==> src/rtl/mouse_bcd_conv.sv <==
// mouse_bcd_conv: turns PS/2 X/Y movement into signed 3-digit BCD and holds it for the LCD sequencer
module mouse_bcd_conv #(
    parameter int HOLD = 2000000,
    parameter int HW   = 21
) (
    input  logic       CLK,
    input  logic       RSTN,
    input  logic       dav,
    input  logic [1:0] sign,
    input  logic [1:0] ovf,
    input  logic [7:0] mousexdata,
    input  logic [7:0] mouseydata,
    output logic       dataav,
    output logic       xneg,
    output logic       yneg,
    output logic [3:0] xmsdigit,
    output logic [3:0] xmiddigit,
    output logic [3:0] xlsdigit,
    output logic [3:0] ymsdigit,
    output logic [3:0] ymiddigit,
    output logic [3:0] ylsdigit,
    output logic       busy
);
    localparam logic [1:0] S_IDLE = 2'd0, S_CONV = 2'd1, S_PUB = 2'd2, S_HOLD = 2'd3;
    localparam logic [HW-1:0] HOLD_C = HW'(HOLD);
    logic [1:0] state, c_ovf, c_sign, p_ovf, p_sign, ld_ovf, ld_sign;
    logic [7:0] p_x, p_y, ld_x, ld_y;
    logic [20:0] xs, ys;
    logic [3:0] cnt;
    logic [HW-1:0] hcnt;
    logic dav_q, pend, det, end_hold, take_new, take_pend;

    function automatic logic [8:0] mag(input logic s, input logic [7:0] d);
        return s ? 9'd0 - {1'b1, d} : {1'b0, d};
    endfunction

    // one double-dabble step on {bcd[11:0], bin[8:0]}
    function automatic logic [20:0] dd(input logic [20:0] s);
        logic [11:0] b;
        for (int i = 0; i < 3; i++)
            b[4*i+:4] = s[9+4*i+:4] >= 4'd5 ? s[9+4*i+:4] + 4'd3 : s[9+4*i+:4];
        return {b[10:0], s[8:0], 1'b0};
    endfunction

    assign det = dav & ~dav_q;
    assign busy = state != S_IDLE;

    always_comb begin
        end_hold  = (state == S_HOLD && hcnt == HOLD_C) || (state == S_PUB && HOLD == 0);
        take_new  = det && (state == S_IDLE || end_hold);
        take_pend = end_hold && !det && pend;
        ld_ovf    = take_new ? ovf : p_ovf;
        ld_sign   = take_new ? sign : p_sign;
        ld_x      = take_new ? mousexdata : p_x;
        ld_y      = take_new ? mouseydata : p_y;
    end

    always_ff @(posedge CLK or negedge RSTN) begin
        if (!RSTN) begin
            state <= S_IDLE;
            dav_q <= 1'b0;
            pend <= 1'b0;
            hcnt <= '0;
            cnt <= '0;
            xs <= '0;
            ys <= '0;
            c_ovf <= '0;
            c_sign <= '0;
            p_ovf <= '0;
            p_sign <= '0;
            p_x <= '0;
            p_y <= '0;
            dataav <= 1'b0;
            xneg <= 1'b0;
            yneg <= 1'b0;
            {xmsdigit, xmiddigit, xlsdigit} <= '0;
            {ymsdigit, ymiddigit, ylsdigit} <= '0;
        end else begin
            dav_q <= dav;
            dataav <= 1'b0;
            if (det && !take_new) begin
                pend <= 1'b1;
                {p_ovf, p_sign, p_x, p_y} <= {ovf, sign, mousexdata, mouseydata};
            end else if (take_new || take_pend) begin
                pend <= 1'b0;
            end
            if (take_new || take_pend) begin
                xs <= {12'd0, mag(ld_sign[0], ld_x)};
                ys <= {12'd0, mag(ld_sign[1], ld_y)};
                c_ovf <= ld_ovf;
                c_sign <= ld_sign;
                cnt <= '0;
                state <= S_CONV;
            end else if (end_hold) begin
                state <= S_IDLE;
            end else if (state == S_CONV) begin
                if (cnt == 4'd9) begin
                    state <= S_PUB;
                    dataav <= 1'b1;
                    xneg <= c_sign[0];
                    yneg <= c_sign[1];
                    {xmsdigit, xmiddigit, xlsdigit} <= c_ovf[0] ? 12'h999 : xs[20:9];
                    {ymsdigit, ymiddigit, ylsdigit} <= c_ovf[1] ? 12'h999 : ys[20:9];
                end else begin
                    xs <= dd(xs);
                    ys <= dd(ys);
                    cnt <= cnt + 4'd1;
                end
            end else if (state == S_PUB) begin
                state <= S_HOLD;
                hcnt <= HW'(1);
            end else if (state == S_HOLD) begin
                hcnt <= hcnt + 1'b1;
            end
        end
    end
endmodule

==> config.mk <==
export PLATFORM = sky130hd
export DESIGN_NAME = mouse_bcd_conv
export DESIGN_NICKNAME = d
export VERILOG_FILES = /design/src/rtl/mouse_bcd_conv.sv
export SDC_FILE = /design/constraint.sdc
export NUM_CORES = 1
export LEC_CHECK = 0
export CORE_UTILIZATION = 25
export CTS_CLUSTER_DIAMETER = 30
export DETAILED_ROUTE_END_ITERATION = 12
export PLACE_DENSITY = 0.4
export REMOVE_ABC_BUFFERS = 1
export SLEW_MARGIN = 10
export SYNTH_ARGS = -nofsm -noshare
export SYNTH_HDL_FRONTEND = slang
export SYNTH_SLANG_ARGS = --single-unit
==> constraint.sdc <==
create_clock -name CLK -period 3.2 [get_ports CLK]
set_input_delay 0.48 -clock CLK [delete_from_list [all_inputs] [get_ports CLK]]
set_output_delay 0.48 -clock CLK [all_outputs]
set_load 0.02 [all_outputs]
==> results.cfg <==
[finish]
drive_gt1_share_pct = 16.2
area_delta_synth_final_pct = 30.4
antennaDiodeCount = 0
fin_area_sq_um = 8410
fin_nets = 823
final_core_util_pct = 33.3

[floorplan]
num_rows = 58
die_height_um = 163
pin_count = 51
start_util_pct = 25.6
die_width_um = 163
core_area_sq_um = 25300
dieArea_sq_um = 26500

[global_routing]
overflow = 0
grt_max_degree = 58
grt_pass1_wl_um = 27600
grt_pass1_vias = 5348
grt_antenna_before_repair = 0
track_usage_pct = 13.2

[critical_path]
worst-path-max-fanout = 3
path_depth = 12
path_delay_family = simple AND/OR/NAND/NOR gates
required_ns = 3.49
critPathSlowestCell = or4b_4
end_kind = flop
worst-path-buf-inv = 1
startpoint_type = flop
cp-startpoint = hcnt[13]
crit_path_cell_trace = or4b_4, or4_4, o31ai_4, buf_4, mux2i_4, ha_2, or3b_4, o31ai_4, xor2_1, nand2_1, o211ai_1, o21ai_1
arrival_ns = 3.71
cp_common_cell = o31ai_4
crit_end = ys[6]
reg2reg_from = hcnt[13]
slowest_delay_ns = 0.54
rrSetupSlack_ns = -0.22
reg2reg_depth = 12
r2r-end = ys[6]
worst-setup-path-type = reg -> reg

[timing]
drv_slew = 0
skew_ns = 0.00841
worst_slew_pin_slew_ns = 0.793
fmax_mhz = 293
finalSetupViolations = 6
grt_setup_unrepaired = yes
layout_setup_ws_ns = -0.216
min_period_over_period_pct = 107
hold_slack_ns = 0.124
finalCriticalPeriod_ns = 3.42
hold_violations = 0
relSlewSlack_pct = 46.8

[placement]
dp_slack_ns = -0.483
io_buffers = 50
placed_cell_area_sq_um = 7710
dp_hpwl_um = 11400
globalplace.congestion = 0.756

[synth]
netlist_area_sq_um = 6450
syn_avg_cell_area_sq_um = 9.63
ys_ff_latch = 122
syn-instance-count = 670
synth.distinct_cells = 50
yosysSeqAreaShare_pct = 47.3
ys_warn_count = 0
synthArstFlopShare_pct = 100
synth-edff-count = 0
synth-main-ff-cell = dfrtp_1

[clock_network]
cts_tree = built
numCtsBuffers = 17
h-tree-depth = 4
ctsHoldBuffers = 0
path_clk_slew_ns = 0.06
clkSinkCount = 122
worst_skew_pair.late_latency_ns = 0.41
cts_root_buffer = clkbuf_16
cts_buffer_depth = 2

[job]
maxCapViolations = 0

[power]
p_sw_w = 0.00226
power_frac_seq_pct = 38.2
leakagePower_nw = 3.60
pwr-share-clk_pct = 27.6
combPwrFrac_pct = 34.2
switching_share_pct = 35.7
p_int_w = 0.00407
total_power_w = 0.00633
vdd.ir_drop.worst_uv = 341
p_per_area_nw_per_um2 = 752

[route]
firstDrtPassIters = 5
drtIter0Drc = 211
avgViaCountPerCell = 4.67
drc = 0
vias = 5230
wl_um = 16200
detail_route.wl_per_cell_um = 14.5
ant_nets = 0

[status]
violations = negative setup slack
outcome = complete, but fails checks

[min_path]
hp-class = in -> async
[cell type report]
cell class	instances	area, sq um
repair buffers	119	1040
clock buffers	21	460
clock inverters	10	71.3
inverters	22	82.6
multi-input cells	496	3290
well taps	330	413
flip-flops and latches	122	3050
fillers	2597	16800
[worst min path at each step]
stage | from | to | slack (ns) | cells after the start
2_1_floorplan | RSTN | c_ovf[0] | 0.18 | 0
3_3_place_gp | xmiddigit[2] | xmiddigit[2] | 0.46 | 2
3_5_place_dp | xlsdigit[2] | xlsdigit[2] | 0.47 | 2
4_1_cts | RSTN | xmsdigit[0] | 0.15 | 1
5_1_grt | RSTN | xmsdigit[0] | 0.18 | 1
6_report | RSTN | xmsdigit[0] | 0.12 | 1
[worst register-to-register path, cell delays in order (launching register included)]
cell,delay [ns]
dfrtp_1,0.37
or4b_4,0.54
or4_4,0.46
o31ai_4,0.22
buf_4,0.20
mux2i_4,0.24
ha_2,0.20
or3b_4,0.41
o31ai_4,0.24
xor2_1,0.19
nand2_1,0.07
o211ai_1,0.09
o21ai_1,0.08
[cell families (layout without fill, tap and decap cells)]
group	Yosys count	count (layout)	share of synthesized area (%)
flops	122	122	47.3
buf+inv	52	172	3.49
compound gates	168	168	16.3
xor+xnor	40	40	5.43
simple gates	225	225	16.5
fa+ha+maj	22	22	4.26
mux	41	41	6.80
[sequential cells by signal, indices dropped and copies added, names as in the netlist, 2 cells and up]
signal and count:
ylsdigit 4, state 2, p_y 8, xmiddigit 4
p_x 8, ys 21, p_ovf 2, p_sign 2
hcnt 21, ymsdigit 4, xs 21, c_ovf 2
cnt 4, ymiddigit 4, c_sign 2, xlsdigit 4
xmsdigit 4
[cell usage after synthesis (all sizes together), types with 6 or more instances]
cell type,number,share of area (%)
mux2i,18,2.8
nand2,80,4.7
nand4,7,0.68
nor2,65,3.8
nand2b,14,1.4
o31ai,25,3.0
a31oi,6,0.58
clkbuf,16,0.93
a21oi,24,1.9
buf,14,1.3
inv,22,1.3
xor2,23,3.1
xnor2,17,2.3
a32o,6,0.93
dfrtp,122,47
nand3,14,1.1
mux2,23,4.0
nor3,11,0.85
o22ai,13,1.3
o21ai,66,5.2
o211ai,10,1.2
ha,22,4.3
[cells in the final DEF, fill, tap and decap left out, drive strengths merged, types with 5 or more instances in the layout]
master,Yosys,layout
o31ai,25,25
o41ai,5,5
a21oi,24,24
o21ai,66,66
nand4,7,7
a32o,6,6
clkinv,0,5
ha,22,22
a31oi,6,6
xor2,23,23
inv,22,23
nor4,5,5
nor2,65,65
o22ai,13,13
xnor2,17,17
clkbuf,16,21
dfrtp,122,122
nand2,80,80
nor2b,5,5
nand2b,14,14
mux2,23,23
mux2i,18,18
buf,14,70
nor3,11,11
nand3,14,14
clkdlybuf4s50,0,49
o211ai,10,10
[repair_timing]
action / in CTS / in global routing
gates resized for setup: 19 / 4
setup buffers: 7 / 3
pin swaps: 6 / 5
setup endpoints to repair: 6 / 7
hold endpoints to repair: 0 / 0
[power by group through the flow]
| stage | Clock [W] | Combinational, W | Sequential, W |
|---|---|---|---|
| global placement | 0 | 0.00211 | 0.00243 |
| floorplan | 0 | 0.00123 | 0.00251 |
| global route | 0.00189 | 0.00245 | 0.00250 |
| finish | 0.00175 | 0.00216 | 0.00242 |
| detailed placement | 0 | 0.00215 | 0.00245 |
| CTS | 0.00182 | 0.00219 | 0.00243 |
[metrics by stage]
| step | setup TNS [ns] | instances |
|---|---|---|
| after floorplan | -12.11 | 640 |
| after global placement | -1.77 | 1080 |
| after detailed placement | -2.28 | 1080 |
| after CTS | -1.21 | 1118 |
| after global routing | -1.87 | 1120 |
| final | -0.737 | 1120 |
[routing by layer]
metal / track usage [%] / share of wire (%)
met1: 17.7 / 48
met2: 21.1 / 47
met3: 2.78 / 3.2
met4: 4.25 / 1.6
met5: 0 / 0
(Power assumes the default switching activity.)
